$ cat config.mk
export PLATFORM = sky130hd
export DESIGN_NAME = ah_div_result_fifo
export DESIGN_NICKNAME = d
export VERILOG_FILES = /design/src/rtl/ah_div_result_fifo.sv
export SDC_FILE = /design/constraint.sdc
export NUM_CORES = 1
export LEC_CHECK = 0
export CAP_MARGIN = 20
export CELL_PAD_IN_SITES_DETAIL_PLACEMENT = 1
export CELL_PAD_IN_SITES_GLOBAL_PLACEMENT = 1
export CORE_MARGIN = 4
export CORE_UTILIZATION = 25
export DETAILED_ROUTE_END_ITERATION = 12
export PLACE_DENSITY_LB_ADDON = 0.1
export SYNTH_ARGS = -nofsm -noshare
export SYNTH_HDL_FRONTEND = slang
export SYNTH_SLANG_ARGS = --single-unit
export TNS_END_PERCENT = 5
$ cat constraint.sdc
create_clock -name clk -period 6.7 [get_ports clk]
set_input_delay 0.67 -clock clk [delete_from_list [all_inputs] [get_ports clk]]
set_output_delay 0.67 -clock clk [all_outputs]
set_load 0.005 [all_outputs]
$ cat src/rtl/ah_div_result_fifo.sv
// Result collector for the pipelined divider: buffers quotient/div-by-zero
// pairs in a small first-word-fall-through FIFO, tracks operations still in
// the divider pipeline, and counts div-by-zero results.
module ah_div_result_fifo #(
    parameter int WIDTH = 256,
    parameter int DEPTH = 4,
    parameter int CNT_W = 8
) (
    input  logic             clk,
    input  logic             rst,
    input  logic             issue,
    output logic             issue_ok,
    input  logic             in_valid,
    input  logic [WIDTH-1:0] in_quotient,
    input  logic             in_div_by_zero,
    output logic             out_valid,
    input  logic             out_ready,
    output logic [WIDTH-1:0] out_quotient,
    output logic             out_div_by_zero,
    output logic             overflow,
    output logic [CNT_W-1:0] dbz_count
);

    localparam int PTR_W = (DEPTH > 1) ? $clog2(DEPTH) : 1;
    localparam int OCC_W = $clog2(DEPTH + 1);
    localparam int IF_W  = $clog2(2 * DEPTH) + 1;
    // Sum of occupancy and in-flight needs one bit beyond the wider operand.
    localparam int SUM_W = IF_W + 1;

    logic [WIDTH:0]     mem [DEPTH];
    logic [PTR_W-1:0]   wr_ptr;
    logic [PTR_W-1:0]   rd_ptr;
    logic [OCC_W-1:0]   count;
    logic [IF_W-1:0]    inflight;
    logic               push;
    logic               pop;
    logic               full;
    logic [SUM_W-1:0]   pending;

    // Handshake decode; a full FIFO still accepts when the head leaves the same cycle.
    always_comb begin
        full            = (count == OCC_W'(DEPTH));
        out_valid       = (count != '0);
        pop             = out_valid && out_ready;
        push            = in_valid && (!full || pop);
        out_quotient    = mem[rd_ptr][WIDTH-1:0];
        out_div_by_zero = mem[rd_ptr][WIDTH];
        pending         = SUM_W'(count) + SUM_W'(inflight);
        issue_ok        = (pending < SUM_W'(DEPTH));
    end

    // FIFO storage, pointers, occupancy and sticky overflow.
    always_ff @(posedge clk) begin
        if (rst) begin
            for (int i = 0; i < DEPTH; i++) begin
                mem[i] <= '0;
            end
            wr_ptr   <= '0;
            rd_ptr   <= '0;
            count    <= '0;
            overflow <= 1'b0;
        end else begin
            if (push) begin
                mem[wr_ptr] <= {in_div_by_zero, in_quotient};
                wr_ptr      <= wr_ptr + PTR_W'(1);
            end
            if (pop) begin
                rd_ptr <= rd_ptr + PTR_W'(1);
            end
            if (push && !pop) begin
                count <= count + OCC_W'(1);
            end else if (pop && !push) begin
                count <= count - OCC_W'(1);
            end
            if (in_valid && !push) begin
                overflow <= 1'b1;
            end
        end
    end

    // In-flight tracker; a result arriving with nothing tracked leaves it at zero.
    always_ff @(posedge clk) begin
        if (rst) begin
            inflight <= '0;
        end else if (issue && !in_valid) begin
            inflight <= inflight + IF_W'(1);
        end else if (in_valid && !issue && inflight != '0) begin
            inflight <= inflight - IF_W'(1);
        end
    end

    // Saturating count of div-by-zero results accepted into the FIFO.
    always_ff @(posedge clk) begin
        if (rst) begin
            dbz_count <= '0;
        end else if (push && in_div_by_zero && dbz_count != '1) begin
            dbz_count <= dbz_count + CNT_W'(1);
        end
    end

endmodule

==> summary.md, run 1 <==
| Metric | Value |
|---|---|
| Switching share of total power | 0.272 |
| WL/cell | 25.2 um |
| Rel. slew slack | 0.103 |
| # rows | 156 |
| Hold_buf cts | 0 |
| Synthesized Nets | 2,938 |
| Die Y | 435 um |
| First drt pass iteration count | 5 |
| Final Wtd Congestion | 0.691 |
| Sequential element share of the synthesized area | 0.687 |
| Pleak | 21.4 nW |
| Core ar. | 0.181 mm^2 |
| Die X | 435 um |
| Die area | 0.189 mm^2 |
| First-pass GRT wire length | 204 mm |
| Post-synthesis cell area | 0.0455 mm^2 |
| Worst Path Arrival | 3500 ps |
| Crit path setup slack, layout | 2530 ps |
| Nature of the critical path startpoint | register |
| Endpoints failing hold | 0 |
| Final #Nets | 3,409 |
| Final routed DRC violation total | 0 |
| Via/cell ratio | 4.57 |
| Root Buffer | clkbuf_16 |
| Final setup fails | 0 |
| Fin area | 0.0572 mm^2 |
| Synth Instances | 2,668 |
| CP max stage delay | 800 ps |
| Crit path buf inv count | 2 |
| Initial antenna violation count | 39 |
| Final count of pins violating max slew | 0 |
| Synth area leaders | edfxtp_1 68%, mux4_2 13%, and2_1 7.1% |
| Routed vias | 25,728 |
| Worst Hold Class | register to register |
| Maximum VDD drop | 0.000197 V |
| Avg Cell Area, Syn | 17.1 um^2 |
| HPWL after DPL | 80.3 mm |
| Critical path class | register to output pin |
| Crit path cell chain | buf_12 > mux4_2 > clkdlybuf4s50_1 |
| Clock Skews | 27.1 ps |
| Synth area leader | edfxtp_1 |
| Largest net degree at the start of global routing | 294 |
| Fill cells | 18,485 |
| Worst path top cell family by delay | buffers and inverters |
| Area growth from synthesis to layout | 25.6% |
| Share of cells above drive strength 1 | 0.149 |
| # IOs | 530 |
| Worst-Margin Slew | 1350 ps |
| Comb pwr share | 0.241 |
| Final period utilization | 0.623 |
| Most common cell after layout, fill and taps aside | edfxtp_1 |
| Total of max-cap violations | 0 |
| TNS Setup | 0 ps |
| Sw Pwr | 5.37 mW |
| Most frequent cells in the layout | 1,028 x edfxtp_1, 529 x clkdlybuf4s50_1, 515 x and2_1, 513 x and3_1, 257 x mux4_2 |
| CP required | 6030 ps |
| FF+latch count, synth | 1,050 |
| Overflow after GRT | 0 |
| Post-CTS resize count | 0 |
| CTS tree | built |
| Vias in the first global route | 28,193 |
| Main flop type after synthesis | edfxtp_1 |
| Gr usage total | 0.148 |
| Post-DP Area | 0.0531 mm^2 |
| Pre-CTS WS | 2930 ps |
| Nature of the critical path endpoint | output pin |
| Clock slew seen by the registers of the worst setup and hold paths | 60 ps |
| PortBufs | 529 |
| Unrepaired setup endpoints after global routing | false |
| Starting DRT DRC Count | 1,486 |
| Cell variety after synth | 40 |
| Inserted Clock Buffers | 131 |
| Fmax achieved | 0.240 GHz |
| Min Tclk post-route | 4170 ps |
| Int Power | 14.3 mW |
| Antenna viol nets, final | 0 |
| Clock Latency Late Sink | 760 ps |
| Synth warn | 0 |
| Flop pwr share | 0.415 |
| WL final | 142 mm |
| H-tree levels | 4 |
| Crit Path Max Fanout | 72 |
| Hold_ws | 507 ps |
| Synth async-reset ratio | 0 |
| Status | complete, no violations |
| Power per cell area | 344 mW/mm^2 |
| Post-synth EDFFs | 1,028 |
| Cell at the slowest stage of the critical path | dfxtp_4 |
| Sink Count | 1,050 |
| Clk pwr share | 0.345 |
| Post-CTS Setup Inserts | 0 |
| Area share of the largest cell type after synthesis | 0.678 |
| CTS max path bufs | 3 |
| Starting Density | 0.252 |
-- flip-flops by register name, indices dropped and copies added (netlist names), named ones only --
signal	count
mem	1028
dbz_count	8
inflight	4
count	3
rd_ptr	2
wr_ptr	2
overflow	1
-- cell type report --
cell class              count  area (um^2)  share of cell area
flip-flops and latches   1050        31300               0.547
multi-input cells        1386        13000               0.227
well taps                2370         2970              0.0518
clock buffers             170         3510              0.0613
inverters                   2         7.51            0.000131
clock inverters            63          558             0.00975
repair buffers            568         5850               0.102
diodes                     18         45.0            0.000787
-- per-stage QoR --
step,std cells,util,total power [mW]
detailed placement,5376,0.294,13.3
CTS,5609,0.316,20.2
floorplan,2668,-,10.6
finish,5627,0.316,19.7
global placement,5376,0.294,13.2
global route,5619,0.316,20.7
-- worst paths after layout --
kind | from | to | slack (ps) | depth (start not counted)
min | overflow | overflow | 510 | 2
max reg2reg | wr_ptr[1] | mem[2][61] | 3140 | 4
max | register | out_quotient[134] | 2530 | 3
min reg2reg | overflow | overflow | 510 | 2
-- layer usage --
layer | part of all wire | global-route usage
met4 | 0.030 | 0.0550
met5 | 0.00042 | 0
met1 | 0.41 | 0.178
met3 | 0.042 | 0.0324
met2 | 0.51 | 0.259
-- power by group through the flow --
stage	registers, mW	clock network, mW	logic (mW)
final	8.17	6.79	4.75
after global routing	8.24	7.33	5.11
after CTS	8.19	7.07	4.97
after detailed placement	8.33	0	4.95
after global placement	8.28	0	4.93
after floorplan	8.22	0	2.38
-- cell families after synthesis --
group / synth area share
multiplexers: 0.128
AO/OA/AOI/OAI: 0.00280
AND/OR/NAND/NOR: 0.148
adder cells (fa/ha/maj): 0.00253
flip-flops: 0.687
buffers and inverters: 0.0291
XOR/XNOR: 0.00212
-- tightest hold or removal path: cells and delay by family, from the launching register on --
| kind | cells | cell delay (ps) |
|---|---|---|
| simple gates | 1 | 80 |
| flops | 1 | 340 |
| compound gates | 1 | 50 |
-- cells in the mapped netlist (all sizes together), types with 3 or more instances --
library cell,instances
xnor2,5
nand3,7
dfxtp,22
and2,515
nor2,22
clkbuf,133
a21oi,7
xor2,6
mux4,257
nor2b,5
nand2b,3
edfxtp,1028
a31o,3
mux2,3
nand2,8
and3,513
ha,6
buf,97
Note: power is estimated with default switching activity, not from simulation.
==> run 2, diff against run 1 <==
==> constraint.sdc (replaced) <==
create_clock -name clk -period 4.4 [get_ports clk]
set_input_delay 0.44 -clock clk [delete_from_list [all_inputs] [get_ports clk]]
set_output_delay 0.44 -clock clk [all_outputs]
set_load 0.005 [all_outputs]
==> run 2 against run 1 <==
  * Clock power is 50% higher
  * First-iteration DRC count fell by 6.4%
  * Die area unchanged
  * Via count is 0.49% higher
  * Sequential share of layout area fell by 0.38 points
  * Final area rose by 0.70%
  * Largest power group unchanged
  * Wire length grew 3.1%
  * Global-route usage is 0.51 points higher
  * Sequential power up 52%
  * Count of clock-buffer cells in the layout is 3 higher
==> summary.md, run 2 (same netlist as run 1, synthesis figures left out) <==
| Metric | Value |
|---|---|
| PortBufs | 529 (unchanged) |
| Largest net degree at the start of global routing | 235 (-20%) |
| R2R depth | 4 (unchanged) |
| Min Tclk post-route | 3720 ps |
| WHS Path Cells | 2 (unchanged) |
| Clock Skews | 20.5 ps (-6.58 ps) |
| Clock Latency Late Sink | 780 ps (+20 ps) |
| Worst Path Arrival | 3280 ps (-220 ps) |
| # rows | 156 (unchanged) |
| Hold_buf cts | 0 (unchanged) |
| Unrepaired setup endpoints after global routing | false |
| Final #Nets | 3,457 (+1.4%) |
| Reg-to-reg slack, setup | 1520 ps (-1620 ps) |
| Initial antenna violation count | 31 (-21%) |
| H-tree levels | 4 (unchanged) |
| Sink Count | 1,050 (unchanged) |
| Top flop regs | mem x1028, dbz_count x8, inflight x4 |
| Met2 GRT Util | 0.269 (+0.00949) |
| Post-CTS Setup Inserts | 0 (unchanged) |
| Die Y | 435 um (unchanged) |
| HPWL after DPL | 86.8 mm (+8.1%) |
| Rel. slew slack | 0.255 (+0.152) |
| Most frequent cells in the layout | 1,028 x edfxtp_1, 529 x clkdlybuf4s50_1, 515 x and2_1, 513 x and3_1, 257 x mux4_2 |
| Busiest grt layer | met2 |
| Pleak | 21.7 nW (+1.1%) |
| Root Buffer | clkbuf_16 |
| Share of cells above drive strength 1 | 0.160 (+0.0105) |
| Core ar. | 0.181 mm^2 (unchanged) |
| Die X | 435 um (unchanged) |
| Via/cell ratio | 4.56 (-0.29%) |
| Die area | 0.189 mm^2 (unchanged) |
| Gr usage total | 0.153 (+0.00513) |
| Met1 usage in global routing | 0.183 (+0.00508) |
| Final period utilization | 0.846 |
| Total of max-cap violations | 0 (unchanged) |
| Endpoints failing hold | 0 (unchanged) |
| First drt pass iteration count | 5 (unchanged) |
| First-pass GRT wire length | 211 mm (+3.4%) |
| Clock slew seen by the registers of the worst setup and hold paths | 50 ps (about the same) |
| Hold_ws | 389 ps (-118 ps) |
| Area growth from synthesis to layout | 26.5% |
| Hold path endpoint | mem[3][68] |
| Final Wtd Congestion | 0.712 (+3.1%) |
| Most common cell after layout, fill and taps aside | edfxtp_1 |
| Pre-CTS WS | 1070 ps (-1860 ps) |
| WL/cell | 25.8 um (+2.3%) |
| Overflow after GRT | 0 (unchanged) |
| Maximum VDD drop | 0.000336 V (+70%) |
| Final routed DRC violation total | 0 (unchanged) |
| Nature of the critical path endpoint | output pin |
| Crit Path Max Fanout | 26 (-64%) |
| Global Route met3 Usage | 0.0341 (+0.00172) |
| # IOs | 530 (unchanged) |
| Starting Density | 0.252 (unchanged) |
| Power per cell area | 524 mW/mm^2 (+52%) |
| CTS tree | built |
| Worst r2r src | wr_ptr[0] |
| Max reg flops | 1,028 (unchanged) |
| Worst-Margin Slew | 1120 ps (-228 ps) |
| Crit path setup slack, layout | 679 ps (-1850 ps) |
| Status | complete, no violations |
| CP required | 3960 ps (-2070 ps) |
| HP Start | in_quotient[68] |
| Antenna viol nets, final | 0 (unchanged) |
| Final Power | 30.2 mW (+53%) |
| Critical path class | register to output pin |
| Nature of the critical path startpoint | register |
| Routed vias | 25,854 (+0.49%) |
| Vias in the first global route | 28,710 (+1.8%) |
| Biggest register | mem |
| Fmax achieved | 0.269 GHz |
| WL final | 146 mm (+3.1%) |
| Final setup fails | 0 (unchanged) |
| Starting DRT DRC Count | 1,391 (-6.4%) |
| Post-CTS resize count | 0 (unchanged) |
| Final count of pins violating max slew | 0 (unchanged) |
| Worst Hold Class | input pin to register |
| Inserted Clock Buffers | 133 (+1.5%) |
| CTS max path bufs | 3 (unchanged) |
| Reg-to-Reg End | mem[1][53] |
-- run 2: metrics by stage --
stage	util	instances	TNS, ps	cell area (um^2)
3_3_place_gp	0.296	5422	0	53600
5_1_grt	0.318	5663	0	57600
3_5_place_dp	0.296	5422	0	53600
2_1_floorplan	-	2668	-159390	45600
4_1_cts	0.318	5653	0	57600
6_report	0.318	5671	0	57600
-- run 2: per-layer routing --
layer	share of wire	wire, um
met5	0.00033	48
met1	0.41	59300
met2	0.52	76600
met4	0.028	4160
met3	0.043	6280
-- run 2: where the power goes --
group	internal [mW]	total (mW)	switching, mW
registers	12.1	12.4	0.375
clock network	5.90	10.2	4.35
logic	3.84	7.52	3.68
-- run 2: worst max path at each step --
| stage | cells past startpoint | startpoint | to |
|---|---|---|---|
| finish | 3 | register | out_quotient[14] |
| global route | 3 | register | out_quotient[41] |
| CTS | 3 | register | out_quotient[14] |
| detailed placement | 5 | rst | mem[1][197] |
| global placement | 7 | out_ready | mem[2][49] |
| floorplan | 5 | count[0] | mem[0][0] |
-- run 2: worst max-delay path, stage by stage (launching register included) --
cell	delay, ps
dfxtp_4	900
buf_4	440
mux4_2	550
clkdlybuf4s50_1	550
-- run 2: area by class of cell --
class	instances	area, um^2
Multi-Input combinational cell	1386	13000
Sequential cell	1050	31300
Tap cell	2370	2970
Antenna cell	18	45.0
Timing Repair Buffer	614	6300
Fill cell	18428	123000
Clock buffer	173	3520
Inverter	2	7.51
Clock inverter	58	502
